===== src/rtl/scale_buf_ctrl.sv =====
// Purpose: scale-factor SRAM controller; LOAD writes a DMA word stream, READ streams words back out.
// Latency: LOAD writes in the handshake cycle; READ presents its first word 2 cycles after rd_start.
// Backpressure: s_ready is high throughout LOAD; READ stalls via a 2-entry buffer, no word lost.
//
// Ports:
//   clk, rst                       clock, synchronous active-high reset
//   cfg_len                        word count, clamped to DEPTH, latched on an accepted start
//   load_start, rd_start           start pulses (accepted only when idle, LOAD has priority)
//   s_valid/s_ready/s_data         DMA word stream in (LOAD)
//   m_valid/m_ready/m_data/m_last  scale word stream out (READ)
//   busy, load_done, rd_done       status / completion pulses
//   mem_cs/we/addr/wdata/rdata     single-port SRAM, read data 1 cycle after issue
module scale_buf_ctrl #(
  parameter int DW    = 16,
  parameter int AW    = 4,
  parameter int DEPTH = 16
) (
  input  logic          clk,
  input  logic          rst,
  input  logic [AW:0]   cfg_len,
  input  logic          load_start,
  input  logic          rd_start,
  input  logic          s_valid,
  output logic          s_ready,
  input  logic [DW-1:0] s_data,
  output logic          m_valid,
  input  logic          m_ready,
  output logic [DW-1:0] m_data,
  output logic          m_last,
  output logic          busy,
  output logic          load_done,
  output logic          rd_done,
  output logic          mem_cs,
  output logic          mem_we,
  output logic [AW-1:0] mem_addr,
  output logic [DW-1:0] mem_wdata,
  input  logic [DW-1:0] mem_rdata
);

  typedef enum logic [1:0] {ST_IDLE, ST_LOAD, ST_READ} state_t;

  localparam logic [AW:0] DEPTH_L = (AW+1)'(DEPTH);
  localparam logic [AW:0] CNT_ONE = {{AW{1'b0}}, 1'b1};

  state_t        state_q, state_d;
  logic [AW:0]   len_q, len_d;
  logic [AW:0]   wcnt_q, wcnt_d;
  logic [AW:0]   rcnt_q, rcnt_d;
  // A read issued last cycle: its data sits on mem_rdata this cycle.
  logic          infl_q, infl_d;
  logic          infl_last_q, infl_last_d;
  logic [1:0]    occ_q, occ_d;
  logic          wptr_q, wptr_d;
  logic          rptr_q, rptr_d;
  logic          load_done_q, load_done_d;
  logic          rd_done_q, rd_done_d;
  logic [DW-1:0] buf_dat_q [2];
  logic          buf_last_q [2];

  logic [AW:0]   eff_len;
  logic          head_vld;
  logic [DW-1:0] head_dat;
  logic          head_last;
  logic          m_hs;
  logic          push_en;
  logic          pop_stored;

  assign eff_len = (cfg_len > DEPTH_L) ? DEPTH_L : cfg_len;

  // The buffer falls through: with nothing stored, the word arriving on
  // mem_rdata is presented directly, which gives the 2-cycle first-word
  // latency and a gap-free stream when the consumer never stalls.
  assign head_vld  = (occ_q != 2'd0) || infl_q;
  assign head_dat  = (occ_q != 2'd0) ? buf_dat_q[rptr_q]  : mem_rdata;
  assign head_last = (occ_q != 2'd0) ? buf_last_q[rptr_q] : infl_last_q;

  assign m_valid   = (state_q == ST_READ) && head_vld;
  assign m_data    = m_valid ? head_dat : '0;
  assign m_last    = m_valid && head_last;
  assign m_hs      = m_valid && m_ready;
  assign busy      = (state_q != ST_IDLE);
  assign load_done = load_done_q;
  assign rd_done   = rd_done_q;

  always_comb begin
    state_d     = state_q;
    len_d       = len_q;
    wcnt_d      = wcnt_q;
    rcnt_d      = rcnt_q;
    infl_d      = 1'b0;
    infl_last_d = 1'b0;
    occ_d       = occ_q;
    wptr_d      = wptr_q;
    rptr_d      = rptr_q;
    load_done_d = 1'b0;
    rd_done_d   = 1'b0;
    s_ready     = 1'b0;
    mem_cs      = 1'b0;
    mem_we      = 1'b0;
    mem_addr    = '0;
    mem_wdata   = '0;
    push_en     = 1'b0;
    pop_stored  = 1'b0;

    unique case (state_q)
      ST_IDLE: begin
        if (load_start) begin
          if (eff_len == '0) begin
            load_done_d = 1'b1;
          end else begin
            state_d = ST_LOAD;
            len_d   = eff_len;
            wcnt_d  = '0;
          end
        end else if (rd_start) begin
          if (eff_len == '0) begin
            rd_done_d = 1'b1;
          end else begin
            state_d = ST_READ;
            len_d   = eff_len;
            rcnt_d  = '0;
          end
        end
      end

      ST_LOAD: begin
        s_ready = 1'b1;
        if (s_valid) begin
          mem_cs    = 1'b1;
          mem_we    = 1'b1;
          mem_addr  = wcnt_q[AW-1:0];
          mem_wdata = s_data;
          wcnt_d    = wcnt_q + CNT_ONE;
          if (wcnt_q == len_q - CNT_ONE) begin
            state_d     = ST_IDLE;
            load_done_d = 1'b1;
          end
        end
      end

      ST_READ: begin
        // Never commit more reads than the buffer can hold if the
        // consumer stalls from now on.
        if ((rcnt_q < len_q) && (({1'b0, occ_q} + {2'b00, infl_q}) < 3'd2)) begin
          mem_cs      = 1'b1;
          mem_addr    = rcnt_q[AW-1:0];
          rcnt_d      = rcnt_q + CNT_ONE;
          infl_d      = 1'b1;
          infl_last_d = (rcnt_q == len_q - CNT_ONE);
        end

        // Arriving word is stored unless it was consumed straight through.
        push_en    = infl_q && !((occ_q == 2'd0) && m_ready);
        pop_stored = m_hs && (occ_q != 2'd0);
        occ_d      = occ_q + {1'b0, push_en} - {1'b0, pop_stored};
        wptr_d     = wptr_q ^ push_en;
        rptr_d     = rptr_q ^ pop_stored;

        if (m_hs && head_last) begin
          state_d   = ST_IDLE;
          rd_done_d = 1'b1;
          push_en   = 1'b0;
          occ_d     = 2'd0;
          wptr_d    = 1'b0;
          rptr_d    = 1'b0;
        end
      end

      default: begin
        state_d = ST_IDLE;
      end
    endcase
  end

  always_ff @(posedge clk) begin
    if (rst) begin
      state_q     <= ST_IDLE;
      len_q       <= '0;
      wcnt_q      <= '0;
      rcnt_q      <= '0;
      infl_q      <= 1'b0;
      infl_last_q <= 1'b0;
      occ_q       <= 2'd0;
      wptr_q      <= 1'b0;
      rptr_q      <= 1'b0;
      load_done_q <= 1'b0;
      rd_done_q   <= 1'b0;
    end else begin
      state_q     <= state_d;
      len_q       <= len_d;
      wcnt_q      <= wcnt_d;
      rcnt_q      <= rcnt_d;
      infl_q      <= infl_d;
      infl_last_q <= infl_last_d;
      occ_q       <= occ_d;
      wptr_q      <= wptr_d;
      rptr_q      <= rptr_d;
      load_done_q <= load_done_d;
      rd_done_q   <= rd_done_d;
    end
  end

  // Storage needs no reset: occupancy and pointers decide what is valid.
  always_ff @(posedge clk) begin
    if (push_en) begin
      buf_dat_q[wptr_q]  <= mem_rdata;
      buf_last_q[wptr_q] <= infl_last_q;
    end
  end

endmodule


===== config.mk =====
export PLATFORM = sky130hd
export DESIGN_NAME = scale_buf_ctrl
export DESIGN_NICKNAME = d
export VERILOG_FILES = /design/src/rtl/scale_buf_ctrl.sv
export SDC_FILE = /design/constraint.sdc
export NUM_CORES = 1
export LEC_CHECK = 0
export ABC_AREA = 1
export CELL_PAD_IN_SITES_DETAIL_PLACEMENT = 0
export CELL_PAD_IN_SITES_GLOBAL_PLACEMENT = 1
export CORE_UTILIZATION = 32
export CTS_CLUSTER_DIAMETER = 200
export DETAILED_ROUTE_END_ITERATION = 16
export PLACE_DENSITY = 0.75
export SYNTH_ARGS = -nofsm -noshare
export SYNTH_HDL_FRONTEND = slang
export SYNTH_SLANG_ARGS = --single-unit

===== constraint.sdc =====
create_clock -name clk -period 2.1 [get_ports clk]
set_input_delay 0.315 -clock clk [delete_from_list [all_inputs] [get_ports clk]]
set_output_delay 0.315 -clock clk [all_outputs]
set_load 0.02 [all_outputs]

# Word-level counts from Yosys, hierarchy flattened
# Memories as Yosys holds them, arrays and structs flattened. A register that Yosys moved wholly into a read port is not among the register bits.
# Index checks and enable logic that the tools add are counted.
[word_totals]
elab_cells = 116
regBits = 25
n_memories = 2
ram_bits = 34
output_inout_bits = 44
input_bits = 43
[mem_list]
columns = ["name", "words", "word_bits", "read_ports", "rd_clocked_by_memory_dff", "wr", "line_no", "source"]
rows = [
  ["buf_dat_q", 2, 16, 1, 1, 1, "57", "logic [DW-1:0] buf_dat_q [2];"],
  ["buf_last_q", 2, 1, 1, 1, 1, "58", "logic buf_last_q [2];"],
]
[op_classes]
order_cmp = 3
n_addsub = 6
mux = 53
n_eq_ne = 13
n_bitwise = 4
reduce_logical = 24
[op_table]
columns = ["operator", "count"]
rows = [
  ["$mux W16", 4],
  ["$mux W5", 10],
  ["$mux W1", 22],
  ["$pmux W5 S2", 2],
  ["$mux W2", 8],
  ["$ne A2 B2 Y1 const B", 6],
  ["$add A5 B1 Y5 const B", 2],
  ["$eq A5 B5 Y1", 2],
  ["$reduce_and A5 Y1", 2],
  ["$reduce_bool A2 Y1", 5],
  ["$logic_and A1 B1 Y1", 8],
  ["$mux W4", 2],
  ["$pmux W4 S2", 1],
  ["$pmux W1 S2", 3],
  ["$pmux W2 S3", 1],
  ["$gt A5 B5 Y1 const B", 1],
  ["$logic_not A5 Y1", 1],
  ["$lt A5 B5 Y1", 1],
  ["$sub A5 B1 Y5 const B", 1],
  ["$logic_not A2 Y1", 2],
  ["$ne A2 B1 Y1 const B", 2],
  ["$reduce_and A4 Y1", 1],
  ["$add A2 B1 Y3", 1],
  ["$lt A3 B2 Y1 const B", 1],
  ["other kinds (12)", 14],
]

# Longest topological paths before layout
[logic_depth]
word_depth = 9
depth_mapped = 14
ltp_nobuf = 14

# Worst setup path before layout
# No wires, ideal clock.
[synth_timing]
path_type = "reg2reg"
start = "register state_q[0]"
end = "memory buf_dat_q[0][0] (enable)"
path_buffers = 0
period_less_slack_ps = 2311
path_stages_with_launch = 10
path_slack_ps = -211
setup_ps = 392
arrival_time_ps = 1919
required_ps = 1708
cell_sequence = "dfxtp_1 > inv_1 > ha_1 > inv_2 > a21oi_4 > nand2_2 > nor2_4 > nor2_4 > nand2_1 > nor2_1"
[synth_via]
elab_chain_len = 8
[synth_lines]
columns = ["element", "line_no", "source"]
rows = [
  ["start: declaration", "45", "state_t state_q, state_d;"],
  ["start signal: assignment", "189", "state_q <= state_d;"],
  ["$eq A2 B2 Y1 *", "77, 105", ""],
  ["$logic_and A1 B1 Y1", "77", "assign m_valid = (state_q == ST_READ) && head_vld;"],
  ["$logic_and A1 B1 Y1", "80", "assign m_hs = m_valid && m_ready;"],
  ["$logic_and A1 B1 Y1", "159", "if (m_hs && head_last) begin"],
  ["$mux W1", "159", ""],
  ["$mux W1 *", "105", "unique case (state_q)"],
  ["$mux W1 *", "205", "if (push_en) begin"],
  ["$mux W1 (implied by the code) *", "206", "buf_dat_q[wptr_q] <= mem_rdata;"],
  ["end: declaration", "57", ""],
]
# Mark *: on every way between the ends. The rest lies on a longest branch, timed or not.

# Final worst setup path
[layout_timing]
start = "register occ_q[0]"
end = "memory buf_dat_q[1][7] (enable)"
[layout_via]
elab_chain_len = 9
elab_cells_between_ends = 14
cone_classes = "mux: 5; reduce/logical: 9"
[layout_lines]
columns = ["element", "line_no", "source"]
rows = [
  ["start: declaration", "52", "logic [1:0] occ_q, occ_d;"],
  ["start signal: assignment", "183", "occ_q <= 2'd0;"],
  ["start signal: assignment", "195", "occ_q <= occ_d;"],
  ["$reduce_bool A2 Y1", "73, 75", ""],
  ["$logic_or A1 B1 Y1", "73", "assign head_vld = (occ_q != 2'd0) || infl_q;"],
  ["$logic_and A1 B1 Y1", "77", ""],
  ["$logic_and A1 B1 Y1", "80", ""],
  ["$logic_and A1 B1 Y1", "159", ""],
  ["$mux W1 *", "159", ""],
  ["$mux W1 *", "105", ""],
  ["$mux W1 *", "205", ""],
  ["$mux W1 (implied by the code) *", "206", ""],
]
# Marks and branches as above.

==> impl_metrics.py <==
metrics = {
    "synth": {
        "syn_area_mm2": 0.00320,
        "ys_seq_area_share_pct": 48.2,
        "yosysWarnings": 0,
        "synth_xor_area_share_pct": 2.74,
        "synth.distinct_cells": 32,
        "synth-main-ff-cell": "edfxtp_1",
        "synth_fa_ha_area_share_pct": 5.08,
        "ys_ff_latch": 60,
        "synth_top_family_by_area": "simple AND/OR/NAND/NOR gates",
        "synth_edf_count": 34,
        "muxShareOfSynthArea_pct": 0,
        "async_flop_share_pct": 0,
        "synth-compound-area-share_pct": 13.1,
        "syn_avg_cell_area_um2": 8.06,
        "syn_nets": 453,
        "synthCells": 397,
        "yosys.area_share.simple_pct": 23.7,
    },
    "min_path": {
        "hold_class": "flop to flop",
        "hold-path-endpoint": "buf_last_q[0]",
        "min_from": "infl_last_q",
        "holdPathStages": 0,
    },
    "pwr": {
        "ir_drop_mv": 0.396,
        "power_leakage_nw": 2.13,
        "power_density_mw_per_mm2": 807,
        "power_mw": 4.04,
    },
    "setup_path": {
        "cp_cell_sequence": "buf_4, nor2_2, a21oi_4, nand2_2, nor2_4, nor2_4, nand2_1, nor2_2",
        "end_kind": "flop",
        "critPathKind": "flop to flop",
        "crit-reg2reg-launch": "occ_q[0]",
        "r2r_cells": 8,
        "arrival_ns": 2.18,
        "crit_fanout": 17,
        "r2r-end": "buf_dat_q[1][7]",
        "reg2reg_slack_ns": -0.11,
        "cpPeakStageDelay_ns": 0.71,
        "required_ns": 2.07,
        "worstSetupStartpointType": "flop",
        "slowest_stage": "nor2_2",
    },
    "run_status": {
        "violations": "setup timing",
        "status": "complete, but fails checks",
    },
    "sta": {
        "period_share_pct": 105,
        "finalSetupTns_ns": -3.66,
        "setup_ws_ns": -0.110,
        "clock_skew_ns": 0.0134,
        "maxSlewViolCount": 0,
        "worstMarginPinSlew_ns": 0.920,
        "max_freq_mhz": 452,
        "finalCriticalPeriod_ns": 2.21,
        "rsz0062_at_grt": "true",
        "setup_viol": 44,
        "hold_violations": 0,
        "max-slew-margin-rel_pct": 38.6,
    },
    "cells_and_area": {
        "multi_input_area_mm2": 0.00162,
        "layout_common_cells": "nand2_1 (87), buf_4 (71), nor2_1 (45), clkdlybuf4s50_1 (44), inv_1 (42)",
        "final_common_cell": "nand2_1",
        "layout.cells.non_filler": 683,
        "area_growth_pct": 56.4,
        "drive_above_1_share_pct": 30.9,
        "register_area_mm2": 0.00155,
        "antenna_cells": 0,
        "n_fill_cell": 945,
        "layout.nets": 601,
    },
    "routing": {
        "wl_per_cell_um": 13.2,
        "drt_iter0_drc": 84,
        "via_count": 3179,
        "routed_wl_um": 9020,
        "vias_per_cell": 4.65,
        "drtAntennaViolNets": 0,
        "firstDrtPassIters": 4,
        "drc_errors": 0,
    },
    "clocking": {
        "clk_pin_slew_ns": 0.08,
        "clkSinkCount": 60,
        "ctsHoldBuffers": 0,
        "cts_tree": "yes",
        "htree_levels": 3,
        "cts-root-buf": "clkbuf_8",
        "cts_buffers": 9,
        "clkLatencyLatePin_ns": 0.35,
        "cts_buffer_depth": 2,
    },
    "global_routing": {
        "grt_pass1_vias": 3006,
        "busiest_layer": "met2",
        "grt_pass1_wl_um": 14200,
        "grt_util_met2_pct": 28.2,
        "use_met1_pct": 24.0,
        "met3_usage_pct": 4.45,
        "overflow": 0,
        "grt_antenna_before_repair": 0,
        "grt_usage_pct": 18.0,
        "grt_max_degree": 19,
    },
    "run": {
        "drv_cap": 0,
    },
    "placement": {
        "io_buffers": 86,
        "gp_congestion": 0.862,
        "dp_hpwl_um": 6310,
        "dp.cells": 651,
    },
    "floorplanning": {
        "start_util_pct": 32.9,
        "coreArea_mm2": 0.00973,
        "dieWidth_um": 102,
        "ios": 87,
        "dieArea_mm2": 0.0104,
        "dieHeight_um": 102,
        "rows": 36,
    },
}
==> sequential cells by signal, summed over array words and instances (netlist names), named ones only <==
register,count
buf_dat_q,32
len_q,5
rcnt_q,5
wcnt_q,5
buf_last_q,2
occ_q,2
state_q,2
infl_last_q,1
infl_q,1
load_done,1
rd_done,1
rptr_q,1
wptr_q,1
==> area by class of cell <==
type                       instances  area share, %
multi-input combinational        276           32.4
sequential                        60           31.0
timing repair buffer             147           25.4
inverter                          51           3.98
tap                              133           3.33
clock buffer                       9           2.48
clock inverter                     7           1.50
==> stage by stage <==
step | utilization (%) | worst slack [ns] | cell area, um2 | hold WS [ns]
global route | 51.4 | -0.245 | 5000 | 0.485
finish | 51.4 | -0.110 | 5000 | 0.454
global placement | 46.7 | -0.266 | 4540 | 0.453
detailed placement | 46.7 | -0.299 | 4540 | 0.445
CTS | 49.8 | -0.122 | 4840 | 0.460
floorplan | - | 0.0357 | 3210 | 0.414
==> timing repair <==
| item | CTS | global route |
|---|---|---|
| pin swaps | 9 | 14 |
| gates cloned | 2 | 2 |
| endpoints found under the setup margin | 77 | 70 |
| resized for setup | 165 | 98 |
| setup buffers | 8 | 7 |
==> report_power, final <==
| part | switching (mW) | internal [mW] |
|---|---|---|
| Clock | 0.516 | 0.554 |
| Sequential | 0.0433 | 1.31 |
| Combinational | 0.910 | 0.712 |
| Total | 1.47 | 2.57 |
==> critical path: cells and delay by family (launching register included) <==
kind                   cells  cell delay, ns
flip-flops                 1            0.31
AO/OA/AOI/OAI              1            0.10
buffers and inverters      1            0.14
AND/OR/NAND/NOR            6            1.26
==> routing by layer <==
metal	wire, um	up-vias
li1	-	1622
met1	4180	1442
met2	4160	100
met3	503	15
met4	170	0
met5	0	-
==> worst max path at each step <==
stage	startpoint	end	slack, ns	cells after the start
2_1_floorplan	state_q[0]	occ_q[1]	0.04	13
3_3_place_gp	len_q[1]	mem_addr[0]	-0.27	10
3_5_place_dp	len_q[2]	mem_addr[0]	-0.30	8
4_1_cts	occ_q[1]	buf_dat_q[0][7]	-0.12	8
5_1_grt	occ_q[1]	buf_dat_q[0][15]	-0.25	8
6_report	occ_q[0]	buf_dat_q[1][7]	-0.11	8
==> cells in the mapped netlist, types with 2 or more instances <==
cell | number | area, um2
edfxtp_1 | 34 | 1020
nand2_2 | 3 | 18.8
a31oi_1 | 16 | 100
inv_1 | 49 | 184
nand2_1 | 91 | 342
o21ai_0 | 22 | 110
nor2_4 | 2 | 22.5
nor2_1 | 50 | 188
buf_2 | 2 | 10.0
inv_2 | 2 | 7.51
xnor2_1 | 3 | 26.3
a21oi_1 | 22 | 110
clkbuf_1 | 8 | 30.0
dfxtp_1 | 26 | 521
nor3_1 | 3 | 15.0
xor2_1 | 7 | 61.3
a211oi_1 | 5 | 37.5
nand4_1 | 3 | 18.8
nand3_1 | 24 | 120
ha_1 | 13 | 163
==> cell families (layout without fill, tap and decap cells) <==
group | Yosys count | count (layout)
flops | 60 | 60
xor+xnor | 10 | 10
buf+inv | 61 | 214
compound gates | 72 | 72
simple gates | 181 | 181
fa+ha+maj | 13 | 13
Note: power is estimated with default switching activity, not from simulation.
